**config.mk**
```make
export PLATFORM = sky130hd
export DESIGN_NAME = light_conflict_monitor
export DESIGN_NICKNAME = d
export VERILOG_FILES = /design/src/rtl/light_conflict_monitor.sv
export SDC_FILE = /design/constraint.sdc
export NUM_CORES = 1
export LEC_CHECK = 0
export ABC_AREA = 0
export CAP_MARGIN = 20
export CELL_PAD_IN_SITES_DETAIL_PLACEMENT = 1
export CELL_PAD_IN_SITES_GLOBAL_PLACEMENT = 1
export CORE_UTILIZATION = 47
export DETAILED_ROUTE_END_ITERATION = 10
export MAX_ROUTING_LAYER = met4
export PLACE_DENSITY = 0.86
export SYNTH_ARGS = -nofsm -noshare
export SYNTH_HDL_FRONTEND = slang
export SYNTH_SLANG_ARGS = --single-unit
```
**constraint.sdc**
```tcl
create_clock -name clk -period 4.4 [get_ports clk]
set_clock_uncertainty 0.15 [all_clocks]
set_input_delay 0.88 -clock clk [delete_from_list [all_inputs] [get_ports clk]]
set_output_delay 0.88 -clock clk [all_outputs]
set_load 0.02 [all_outputs]
```
**src/rtl/light_conflict_monitor.sv**
```systemverilog
// light_conflict_monitor
// Safety monitor between the traffic-light controller and the lamp drivers.
// Every sampled aspect is checked for illegal encoding, cross-group conflict,
// illegal sequencing and short green/yellow dwell. A violation latches a fault,
// keeps the offending aspect off the lamps and flashes all-red until an
// operator clear is accepted while every lane requests red.

module light_conflict_monitor #(
    parameter int MIN_GREEN  = 3,
    parameter int MIN_YELLOW = 2,
    parameter int FLASH_HALF = 4,
    parameter int CNT_W      = 4
) (
    input  logic       clk,
    input  logic       rst,
    input  logic [2:0] Light_M1,
    input  logic [2:0] Light_M2,
    input  logic [2:0] Light_M3,
    input  logic [2:0] Light_M4,
    input  logic       clear_fault,
    output logic [2:0] Lamp_M1,
    output logic [2:0] Lamp_M2,
    output logic [2:0] Lamp_M3,
    output logic [2:0] Lamp_M4,
    output logic       fault,
    output logic [2:0] fault_code,
    output logic [1:0] fault_lane
);

    localparam logic [2:0] RED    = 3'b100;
    localparam logic [2:0] YELLOW = 3'b010;
    localparam logic [2:0] GREEN  = 3'b001;
    localparam logic [2:0] DARK   = 3'b000;

    localparam logic [CNT_W-1:0] ONE         = CNT_W'(1);
    localparam logic [CNT_W-1:0] DWELL_MAX   = '1;
    localparam logic [CNT_W-1:0] MIN_GREEN_C = CNT_W'(MIN_GREEN);
    localparam logic [CNT_W-1:0] MIN_YELLOW_C = CNT_W'(MIN_YELLOW);
    localparam logic [CNT_W-1:0] FLASH_LAST  = CNT_W'(FLASH_HALF - 1);

    localparam logic [2:0] CODE_NONE     = 3'd0;
    localparam logic [2:0] CODE_ENCODING = 3'd1;
    localparam logic [2:0] CODE_CONFLICT = 3'd2;
    localparam logic [2:0] CODE_SEQUENCE = 3'd3;
    localparam logic [2:0] CODE_SHORT_G  = 3'd4;
    localparam logic [2:0] CODE_SHORT_Y  = 3'd5;

    typedef enum logic [1:0] {
        S_PASS      = 2'd0,
        S_FLASH_ON  = 2'd1,
        S_FLASH_OFF = 2'd2
    } state_t;

    // Registered state
    state_t           r_state;
    logic [2:0]       r_lamp     [4];
    logic [2:0]       r_prev     [4];
    logic [CNT_W-1:0] r_dwell    [4];
    logic [CNT_W-1:0] r_flashCnt;
    logic             r_fault;
    logic [2:0]       r_code;
    logic [1:0]       r_lane;

    // Combinational next values and check results
    logic [2:0]       w_light    [4];
    logic [3:0]       w_nonRed;
    logic [3:0]       w_badEnc;
    logic [3:0]       w_badSeq;
    logic [3:0]       w_shortGreen;
    logic [3:0]       w_shortYellow;
    logic             w_conflict;
    logic             w_allRed;
    logic             w_violation;
    logic [2:0]       w_vCode;
    logic [1:0]       w_vLane;

    state_t           w_nextState;
    logic [2:0]       w_nextLamp  [4];
    logic [2:0]       w_nextPrev  [4];
    logic [CNT_W-1:0] w_nextDwell [4];
    logic [CNT_W-1:0] w_nextFlashCnt;
    logic             w_nextFault;
    logic [2:0]       w_nextCode;
    logic [1:0]       w_nextLane;

    assign w_light[0] = Light_M1;
    assign w_light[1] = Light_M2;
    assign w_light[2] = Light_M3;
    assign w_light[3] = Light_M4;

    assign Lamp_M1    = r_lamp[0];
    assign Lamp_M2    = r_lamp[1];
    assign Lamp_M3    = r_lamp[2];
    assign Lamp_M4    = r_lamp[3];
    assign fault      = r_fault;
    assign fault_code = r_code;
    assign fault_lane = r_lane;

    // Index of the lowest set bit; lower lanes win ties within a fault class
    function automatic logic [1:0] lowestLane(input logic [3:0] v);
        logic [1:0] idx;
        idx = 2'd0;
        for (int i = 3; i >= 0; i--) begin
            if (v[i]) idx = 2'(i);
        end
        return idx;
    endfunction

    // Classify each lane's sampled aspect against its history and pick the winning violation
    always_comb begin
        w_nonRed      = '0;
        w_badEnc      = '0;
        w_badSeq      = '0;
        w_shortGreen  = '0;
        w_shortYellow = '0;
        for (int i = 0; i < 4; i++) begin
            w_nonRed[i]      = (w_light[i] != RED);
            w_badEnc[i]      = !((w_light[i] == RED) || (w_light[i] == YELLOW) ||
                                 (w_light[i] == GREEN));
            w_badSeq[i]      = ((r_prev[i] == GREEN)  && (w_light[i] == RED))    ||
                               ((r_prev[i] == RED)    && (w_light[i] == YELLOW)) ||
                               ((r_prev[i] == YELLOW) && (w_light[i] == GREEN));
            w_shortGreen[i]  = (r_prev[i] == GREEN)  && (w_light[i] != GREEN) &&
                               (r_dwell[i] < MIN_GREEN_C);
            w_shortYellow[i] = (r_prev[i] == YELLOW) && (w_light[i] != YELLOW) &&
                               (r_dwell[i] < MIN_YELLOW_C);
        end
        w_conflict = (w_nonRed[0] | w_nonRed[1]) & (w_nonRed[2] | w_nonRed[3]);
        w_allRed   = ~|w_nonRed;

        w_vCode = CODE_NONE;
        w_vLane = 2'd0;
        if (|w_badEnc) begin
            w_vCode = CODE_ENCODING;
            w_vLane = lowestLane(w_badEnc);
        end else if (w_conflict) begin
            w_vCode = CODE_CONFLICT;
            w_vLane = lowestLane(w_nonRed);
        end else if (|w_badSeq) begin
            w_vCode = CODE_SEQUENCE;
            w_vLane = lowestLane(w_badSeq);
        end else if (|w_shortGreen) begin
            w_vCode = CODE_SHORT_G;
            w_vLane = lowestLane(w_shortGreen);
        end else if (|w_shortYellow) begin
            w_vCode = CODE_SHORT_Y;
            w_vLane = lowestLane(w_shortYellow);
        end
        w_violation = (w_vCode != CODE_NONE);
    end

    // Next-state, lamp drive, fault latch and per-lane history update
    always_comb begin
        w_nextState    = r_state;
        w_nextFlashCnt = r_flashCnt;
        w_nextFault    = r_fault;
        w_nextCode     = r_code;
        w_nextLane     = r_lane;
        for (int i = 0; i < 4; i++) begin
            w_nextLamp[i]  = r_lamp[i];
            w_nextPrev[i]  = r_prev[i];
            w_nextDwell[i] = r_dwell[i];
        end

        unique case (r_state)
            S_PASS: begin
                if (w_violation) begin
                    w_nextState    = S_FLASH_ON;
                    w_nextFlashCnt = '0;
                    w_nextFault    = 1'b1;
                    w_nextCode     = w_vCode;
                    w_nextLane     = w_vLane;
                    for (int i = 0; i < 4; i++) w_nextLamp[i] = RED;
                end else begin
                    for (int i = 0; i < 4; i++) begin
                        w_nextLamp[i] = w_light[i];
                        w_nextPrev[i] = w_light[i];
                        if (w_light[i] != r_prev[i]) begin
                            w_nextDwell[i] = ONE;
                        end else if (r_dwell[i] != DWELL_MAX) begin
                            w_nextDwell[i] = r_dwell[i] + ONE;
                        end
                    end
                end
            end
            S_FLASH_ON, S_FLASH_OFF: begin
                if (clear_fault && w_allRed) begin
                    w_nextState    = S_PASS;
                    w_nextFlashCnt = '0;
                    w_nextFault    = 1'b0;
                    w_nextCode     = CODE_NONE;
                    w_nextLane     = 2'd0;
                    for (int i = 0; i < 4; i++) begin
                        w_nextLamp[i]  = RED;
                        w_nextPrev[i]  = RED;
                        w_nextDwell[i] = ONE;
                    end
                end else if (r_flashCnt == FLASH_LAST) begin
                    w_nextFlashCnt = '0;
                    w_nextState    = (r_state == S_FLASH_ON) ? S_FLASH_OFF : S_FLASH_ON;
                    for (int i = 0; i < 4; i++) begin
                        w_nextLamp[i] = (r_state == S_FLASH_ON) ? DARK : RED;
                    end
                end else begin
                    w_nextFlashCnt = r_flashCnt + ONE;
                    for (int i = 0; i < 4; i++) begin
                        w_nextLamp[i] = (r_state == S_FLASH_ON) ? RED : DARK;
                    end
                end
            end
            default: begin
                w_nextState = S_PASS;
                for (int i = 0; i < 4; i++) w_nextLamp[i] = RED;
            end
        endcase
    end

    // State register with synchronous active-low reset to a safe all-red pass state
    always_ff @(posedge clk) begin
        if (!rst) begin
            r_state    <= S_PASS;
            r_flashCnt <= '0;
            r_fault    <= 1'b0;
            r_code     <= CODE_NONE;
            r_lane     <= 2'd0;
            for (int i = 0; i < 4; i++) begin
                r_lamp[i]  <= RED;
                r_prev[i]  <= RED;
                r_dwell[i] <= ONE;
            end
        end else begin
            r_state    <= w_nextState;
            r_flashCnt <= w_nextFlashCnt;
            r_fault    <= w_nextFault;
            r_code     <= w_nextCode;
            r_lane     <= w_nextLane;
            for (int i = 0; i < 4; i++) begin
                r_lamp[i]  <= w_nextLamp[i];
                r_prev[i]  <= w_nextPrev[i];
                r_dwell[i] <= w_nextDwell[i];
            end
        end
    end

endmodule

```
# --- Word level (Yosys, flattened, before mapping) ---
# Memory sizes are Yosys's and may differ from the RTL's.
# Cells that the tools add are included.
word_totals:
  regBits: 12
  ramBits: 40
  mem_count: 3
op_classes:
  n_addsub: 5
  order_cmp: 8
  n_eq_ne: 50
  mux: 82
  n_bitwise: 15
  reduce_logical: 62
memory_table:
  columns: ["name", "words", "width", "read_ports", "rd_clocked_by_memory_dff", "write_ports", "line_no", "source"]
  rows:
  - ["r_dwell", 4, 4, 4, 0, 4, "58", "logic [CNT_W-1:0] r_dwell [4];"]
  - ["r_lamp", 4, 3, 4, 0, 4, "56", "logic [2:0] r_lamp [4];"]
  - ["r_prev", 4, 3, 4, 0, 4, "57", "logic [2:0] r_prev [4];"]
ops:
  columns: ["operator", "n"]
  rows:
  - ["$mux W2", 31]
  - ["$mux W12", 5]
  - ["$mux W4", 15]
  - ["$mux W3", 17]
  - ["$pmux W12 S2", 2]
  - ["$lt A4 B2 Y1 const B", 8]
  - ["$mux W16", 2]
  - ["$pmux W16 S2", 1]
  - ["$logic_and A1 B1 Y1", 29]
  - ["$eq A3 B1 Y1 const B", 8]
  - ["$eq A3 B2 Y1 const B", 8]
  - ["$eq A3 B3 Y1 const B", 8]
  - ["$add A4 B1 Y4 const B", 5]
  - ["$reduce_or A4 Y1", 5]
  - ["$logic_or A1 B1 Y1", 16]
  - ["$ne A4 B4 Y1 const B", 4]
  - ["$ne A3 B3 Y1 const B", 5]
  - ["$or A1 B1 Y1", 14]
  - ["$ne A3 B1 Y1 const B", 4]
  - ["$ne A3 B2 Y1 const B", 4]
  - ["$ne A3 B3 Y1", 4]
  - ["$pmux W2 S2", 2]
  - ["$pmux W4 S2", 1]
  - ["$pmux W3 S2", 1]
  - ["other kinds (14)", 23]

# --- Longest topological paths before layout ---
# Gate-level depths: netlist (run 1).
logic_depth:
  depth_word: 14
  mapped_depth: 9
  ltp_nobuf: 9

# --- Worst setup path after synthesis (run 1) ---
# OpenSTA, ideal clock, no wires.
synth_path:
  path_kind: "in2reg"
  startpoint: "input port Light_M3[0]"
  endpoint: "memory r_prev[2][1]"
  setup_time_ns: 0.117
  arrival_time_ns: 2.898
  t_required_ns: 4.133
  path_slack_ns: 1.235
  cell_stages: 8
  n_path_buf: 1
  cell_sequence: "buf_2 or3b_4 nor3_4 nor2_2 nor4_4 a31oi_4 o31a_1 a22o_1"
synth_rtl:
  columns: ["element", "line_no", "source"]
  rows:
  - ["from (decl)", "18", "input logic [2:0] Light_M3,"]
  - ["to (decl)", "57", null]

==> flow_summary.ini, run 1 <==
[timing]
finalSetupViolations = 0
hold_viol = 0
period_share_pct = 87.6
whs_ns = 0.339
tns_ns = 0
fmax_mhz = 259
tightest_slew_ns = 0.823
rsz0062_at_grt = false
relSlewSlack_pct = 44.5
slew_violations = 0
period_minus_slack_ns = 3.85

[floorplan]
rows = 29
die_w_um = 84.5
fp.dieH_um = 84.5
dieArea_mm2 = 0.00714
core_mm2 = 0.00646
pin_count = 33
initial_core_util_pct = 49.5

[cells_and_area]
antenna-diode-count = 0
area_growth_pct = 15.8
drive_gt1_share_pct = 7.98
finalNetCount = 424

[placement]
globalplace.congestion = 0.926
hpwl_um = 7590
port_buffers = 32

[grt]
antenna_found_initial = 0
overflow = 0
grt_pass1_vias = 3096
groute.usage.overall_pct = 29.0
grt_pass1_wl_um = 15800
grt_max_degree = 23

[routing]
vias = 3063
wire_per_inst_um = 20.3
via_per_inst = 6.41
drt_wl_total_um = 9700
drtAntennaViolNets = 0
dr.pass1.iters = 8
drt_iter0_markers = 224
drc_errors = 2

[yosys]
syn_area_per_cell_um2 = 8.67
yosysWarnings = 0
synthDistinctLibCells = 67
ys.flop_type = dfxtp_1
yosys.area.top_type = dfxtp_1
netlist_area_mm2 = 0.00320
synth.top_cells.by_count = dfxtp_1, nand2_1, o21ai_0, nor2_1, nor3_1
synth.top_cell.area_share_pct = 32.5
syn_inst = 369
async_flop_share_pct = 0
syn_nets = 392
synth_edf_count = 0
synthTopCellsByArea = dfxtp_1, xor2_1, ha_1
yosysMostFrequentCell = dfxtp_1
synth-seq-cells = 52
yosysSeqAreaShare_pct = 32.5

[cts]
cts_tree = done
clockBufferDepth = 2
worst_skew_pair.late_latency_ns = 0.32
cts_resized = 0
cts_root_buf = clkbuf_8
htree_levels = 2
post_cts_buffers = 0
clk_pin_slew_worst_paths_ns = 0.09
cts_hold_buf = 0
cts_buffers = 5
cts.sinks = 52

[pwr]
cellInternalPower_uw = 927
p_switching_uw = 624
p_comb_share_pct = 41.2
cellPowerDensity_mw_per_mm2 = 418
clockPowerShare_pct = 19.3
p_leak_nw = 1.44
ir_worst_vdd_mv = 0.291
switching_share_pct = 40.2
seq_power_share_pct = 39.5

[status]
violations = DRC
status = finished with violations

[critical_path]
crit_type = primary input to flip-flop
worstPathArrival_ns = 3.91
required_ns = 4.46
critPathLaunchType = primary input
worstSetupEndpointType = flip-flop
path_max_fanout = 8

[worst_hold_path]
hp-class = flip-flop to flip-flop

[job]
maxCapViolCount = 0
## cell type report
type	instances	area, µm²
Inverter	14	52.6
Timing Repair Buffer	44	410
Clock buffer	7	96.3
Fill cell	774	2750
Multi-Input combinational cell	284	2010
Sequential cell	52	1040
Tap cell	77	96.3
## power groups by stage
stage / combinational, mW / sequential (mW) / clock (mW)
final: 0.639 / 0.613 / 0.299
after global routing: 0.696 / 0.623 / 0.322
after CTS: 0.638 / 0.611 / 0.304
after detailed placement: 0.633 / 0.622 / 0
after global placement: 0.616 / 0.617 / 0
after floorplan: 0.424 / 0.622 / 0
## path summary, 6_finish.rpt
check | from | endpoint | slack [ns] | cells past startpoint
max | Light_M4[1] | r_prev[1][0]$_SDFFE_PN0P_ | 0.55 | 8
min reg2reg | fault_code[1]$_SDFFE_PN0P_ | fault_code[1]$_SDFFE_PN0P_ | 0.34 | 1
max reg2reg | r_state[0]$_SDFFE_PN0P_ | r_dwell[2][2]$_SDFFE_PN0P_ | 1.33 | 9
min | fault_code[1]$_SDFFE_PN0P_ | fault_code[1]$_SDFFE_PN0P_ | 0.34 | 1
## routing by layer
| layer | routed length (µm) | part of all wire (%) | global-route usage (%) | vias to the layer above |
|---|---|---|---|---|
| met5 | 0 | 0 | - | - |
| met4 | 314 | 3.2 | 12.8 | 0 |
| met3 | 503 | 5.2 | 4.13 | 29 |
| met2 | 4660 | 48 | 47.7 | 83 |
| met1 | 4220 | 44 | 35.5 | 1491 |
| li1 | - | - | - | 1460 |
## critical path: stages
cell and delay (ns):
clkdlybuf4s50_1 0.61, o311ai_0 0.81, nand4_1 0.39, nor2_2 0.22, buf_4 0.20, a31oi_4 0.14, o31a_1 0.44, a22o_1 0.22
## logic make-up (layout without fill, tap and decap cells)
logic type / Yosys count / after routing / share of synthesized area [%]
AO/OA/AOI/OAI: 99 / 99 / 23.9
XOR/XNOR: 17 / 17 / 4.65
adder cells (fa/ha/maj): 8 / 8 / 3.13
buffers and inverters: 33 / 65 / 4.65
flip-flops: 52 / 52 / 32.5
multiplexers: 3 / 3 / 0.939
AND/OR/NAND/NOR: 157 / 157 / 30.2
## through the flow
stage	cell area, µm²	total power, mW	utilization, %	cells	setup WS (ns)
3_5_place_dp	3610	1.25	55.9	471	0.261
5_1_grt	3710	1.64	57.4	478	0.384
4_1_cts	3710	1.55	57.4	478	0.577
2_1_floorplan	3200	1.05	-	369	1.24
3_3_place_gp	3610	1.23	55.9	471	0.481
6_report	3710	1.55	57.4	478	0.546
## sequential cells by signal (all words and copies together), names as in the netlist
register / cells
r_lamp: 12
fault_lane: 2
fault_code: 3
r_flashCnt: 4
r_prev: 12
r_state: 2
r_dwell: 16
fault: 1
## cell usage in the layout, fill, tap and decap left out, types with 11 or more instances in the layout
cell type and n:
a22o_1 11, and2_1 12, buf_4 12, clkdlybuf4s50_1 32
dfxtp_1 52, inv_1 14, nand2_1 25, nand2b_1 13
nor2_1 16, nor3_1 15, o21ai_0 19, xor2_1 13
(Power assumes the default switching activity.)
==> run 2, diff against run 1 <==
--- a/config.mk
+++ b/config.mk
@@ -12,4 +12,5 @@
 export CORE_UTILIZATION = 47
 export DETAILED_ROUTE_END_ITERATION = 10
+export GPL_TIMING_DRIVEN = 0
 export MAX_ROUTING_LAYER = met4
 export PLACE_DENSITY = 0.86
--- a/constraint.sdc
+++ b/constraint.sdc
@@ -3,3 +3,3 @@
 set_input_delay 0.88 -clock clk [delete_from_list [all_inputs] [get_ports clk]]
 set_output_delay 0.88 -clock clk [all_outputs]
-set_load 0.02 [all_outputs]
+set_load 0.01 [all_outputs]
==> flow_summary.ini, run 2 (synthesis results as in run 1) <==
[routing]
drc_errors = 2
vias = 3113
wire_per_inst_um = 20.5
drt_iter0_markers = 221
drt_wl_total_um = 9760
via_per_inst = 6.54
drtAntennaViolNets = 0
dr.pass1.iters = 9

[cells_and_area]
fin_util_pct = 55.8
largest_register_ffs = 16
mostFrequentLayoutCells = dfxtp_1, nand2_1, clkdlybuf4s50_1
top_regs = r_dwell: 16 flops, r_lamp: 12 flops, r_prev: 12 flops
antenna-diode-count = 0
ff_latch_area_mm2 = 0.00104
fillers = 775
multi_input_area_mm2 = 0.00201
drive_gt1_share_pct = 7.77
regMostFlops = r_dwell
area_growth_pct = 12.7
final_area_mm2 = 0.00360
mostFrequentLayoutCell = dfxtp_1
finalNetCount = 421

[cts]
cts.sinks = 52
worst_skew_pair.late_latency_ns = 0.31
cts_hold_buf = 0
htree_levels = 2
cts_buffers = 5
cts_resized = 0
clk_pin_slew_worst_paths_ns = 0.10
cts_tree = done
clockBufferDepth = 2
post_cts_buffers = 0
cts_root_buf = clkbuf_8

[placement]
port_buffers = 22
globalplace.congestion = 0.902
placedInstanceArea_mm2 = 0.00352
hpwl_um = 7220

[job]
maxCapViolCount = 0

[critical_path]
startpoint = Light_M2[0]
worstSetupEndpointType = flip-flop
path_max_fanout = 10
worstPathArrival_ns = 3.94
critPathLaunchType = primary input
required_ns = 4.51
crit_type = primary input to flip-flop
r2r-start = r_dwell[1][3]$_SDFFE_PN0P_

[timing]
finalSetupViolations = 0
period_share_pct = 87.1
slew_violations = 0
fmax_mhz = 261
hold_viol = 0
relSlewSlack_pct = 38.7
rsz0062_at_grt = false
tightest_slew_ns = 0.908
tns_ns = 0
period_minus_slack_ns = 3.83

[worst_hold_path]
min-delay-start = fault_code[1]$_SDFFE_PN0P_
hp-class = flip-flop to flip-flop

[floorplan]
core_mm2 = 0.00646
initial_core_util_pct = 49.5
rows = 29
dieArea_mm2 = 0.00714
die_w_um = 84.5
pin_count = 33
fp.dieH_um = 84.5

[status]
violations = DRC
status = finished with violations

[grt]
grt_max_degree = 17
overflow = 0
grt_pass1_wl_um = 15600
grt_pass1_vias = 3117
antenna_found_initial = 0
groute.usage.overall_pct = 28.6

[pwr]
cellPowerDensity_mw_per_mm2 = 425
seq_power_share_pct = 39.7
clockPowerShare_pct = 18.6
cellInternalPower_uw = 894
p_switching_uw = 638
switching_share_pct = 41.6
p_comb_share_pct = 41.8
p_leak_nw = 1.39
ir_worst_vdd_mv = 0.267
## run 2: cell type report
| class | instances | share of cell area (%) |
|---|---|---|
| multi-input combinational | 284 | 55.7 |
| sequential | 52 | 28.9 |
| timing repair buffer | 22 | 6.11 |
| buffer | 19 | 2.67 |
| tap | 77 | 2.67 |
| clock buffer | 6 | 2.01 |
| inverter | 14 | 1.46 |
| clock inverter | 2 | 0.451 |
## run 2: power by group through the flow
stage / Sequential [mW] / Clock, mW / Combinational, mW
after floorplan: 0.607 / 0 / 0.424
after global placement: 0.613 / 0 / 0.602
after detailed placement: 0.616 / 0 / 0.624
after CTS: 0.606 / 0.285 / 0.629
after global routing: 0.617 / 0.300 / 0.688
final: 0.608 / 0.284 / 0.640
## run 2: worst max-delay path, cell delays in order
cell	delay [ns]
clkdlybuf4s50_1	0.47
buf_2	0.23
nor4bb_1	0.09
o21ai_1	0.24
nand4_1	0.27
nor4_4	0.64
nand4_1	0.31
buf_2	0.30
a21oi_1	0.36
o21a_1	0.16
## run 2: routing by layer
metal	track usage, %	share of wire, %	wire (µm)
met3	4.03	5.1	495
met2	47.4	48	4730
met4	12.8	2.9	282
met1	34.4	44	4250
met5	-	0	0
## run 2: path summary, 6_finish.rpt
path	to	slack, ns	depth (start not counted)
min	fault_code[1]$_SDFFE_PN0P_	0.32	1
max reg2reg	r_prev[3][1]$_SDFFE_PN0P_	1.12	7
max	r_dwell[3][3]$_SDFFE_PN0P_	0.57	10
min reg2reg	fault_code[1]$_SDFFE_PN0P_	0.32	1
## run 2: metrics by stage
step	worst slack, ns	std cells	hold WS [ns]	power, mW
6_report	0.566	476	0.318	1.53
5_1_grt	0.383	476	0.353	1.61
4_1_cts	0.627	476	0.323	1.52
3_5_place_dp	0.323	468	0.296	1.24
3_3_place_gp	0.365	468	0.300	1.22
2_1_floorplan	1.24	369	0.298	1.03
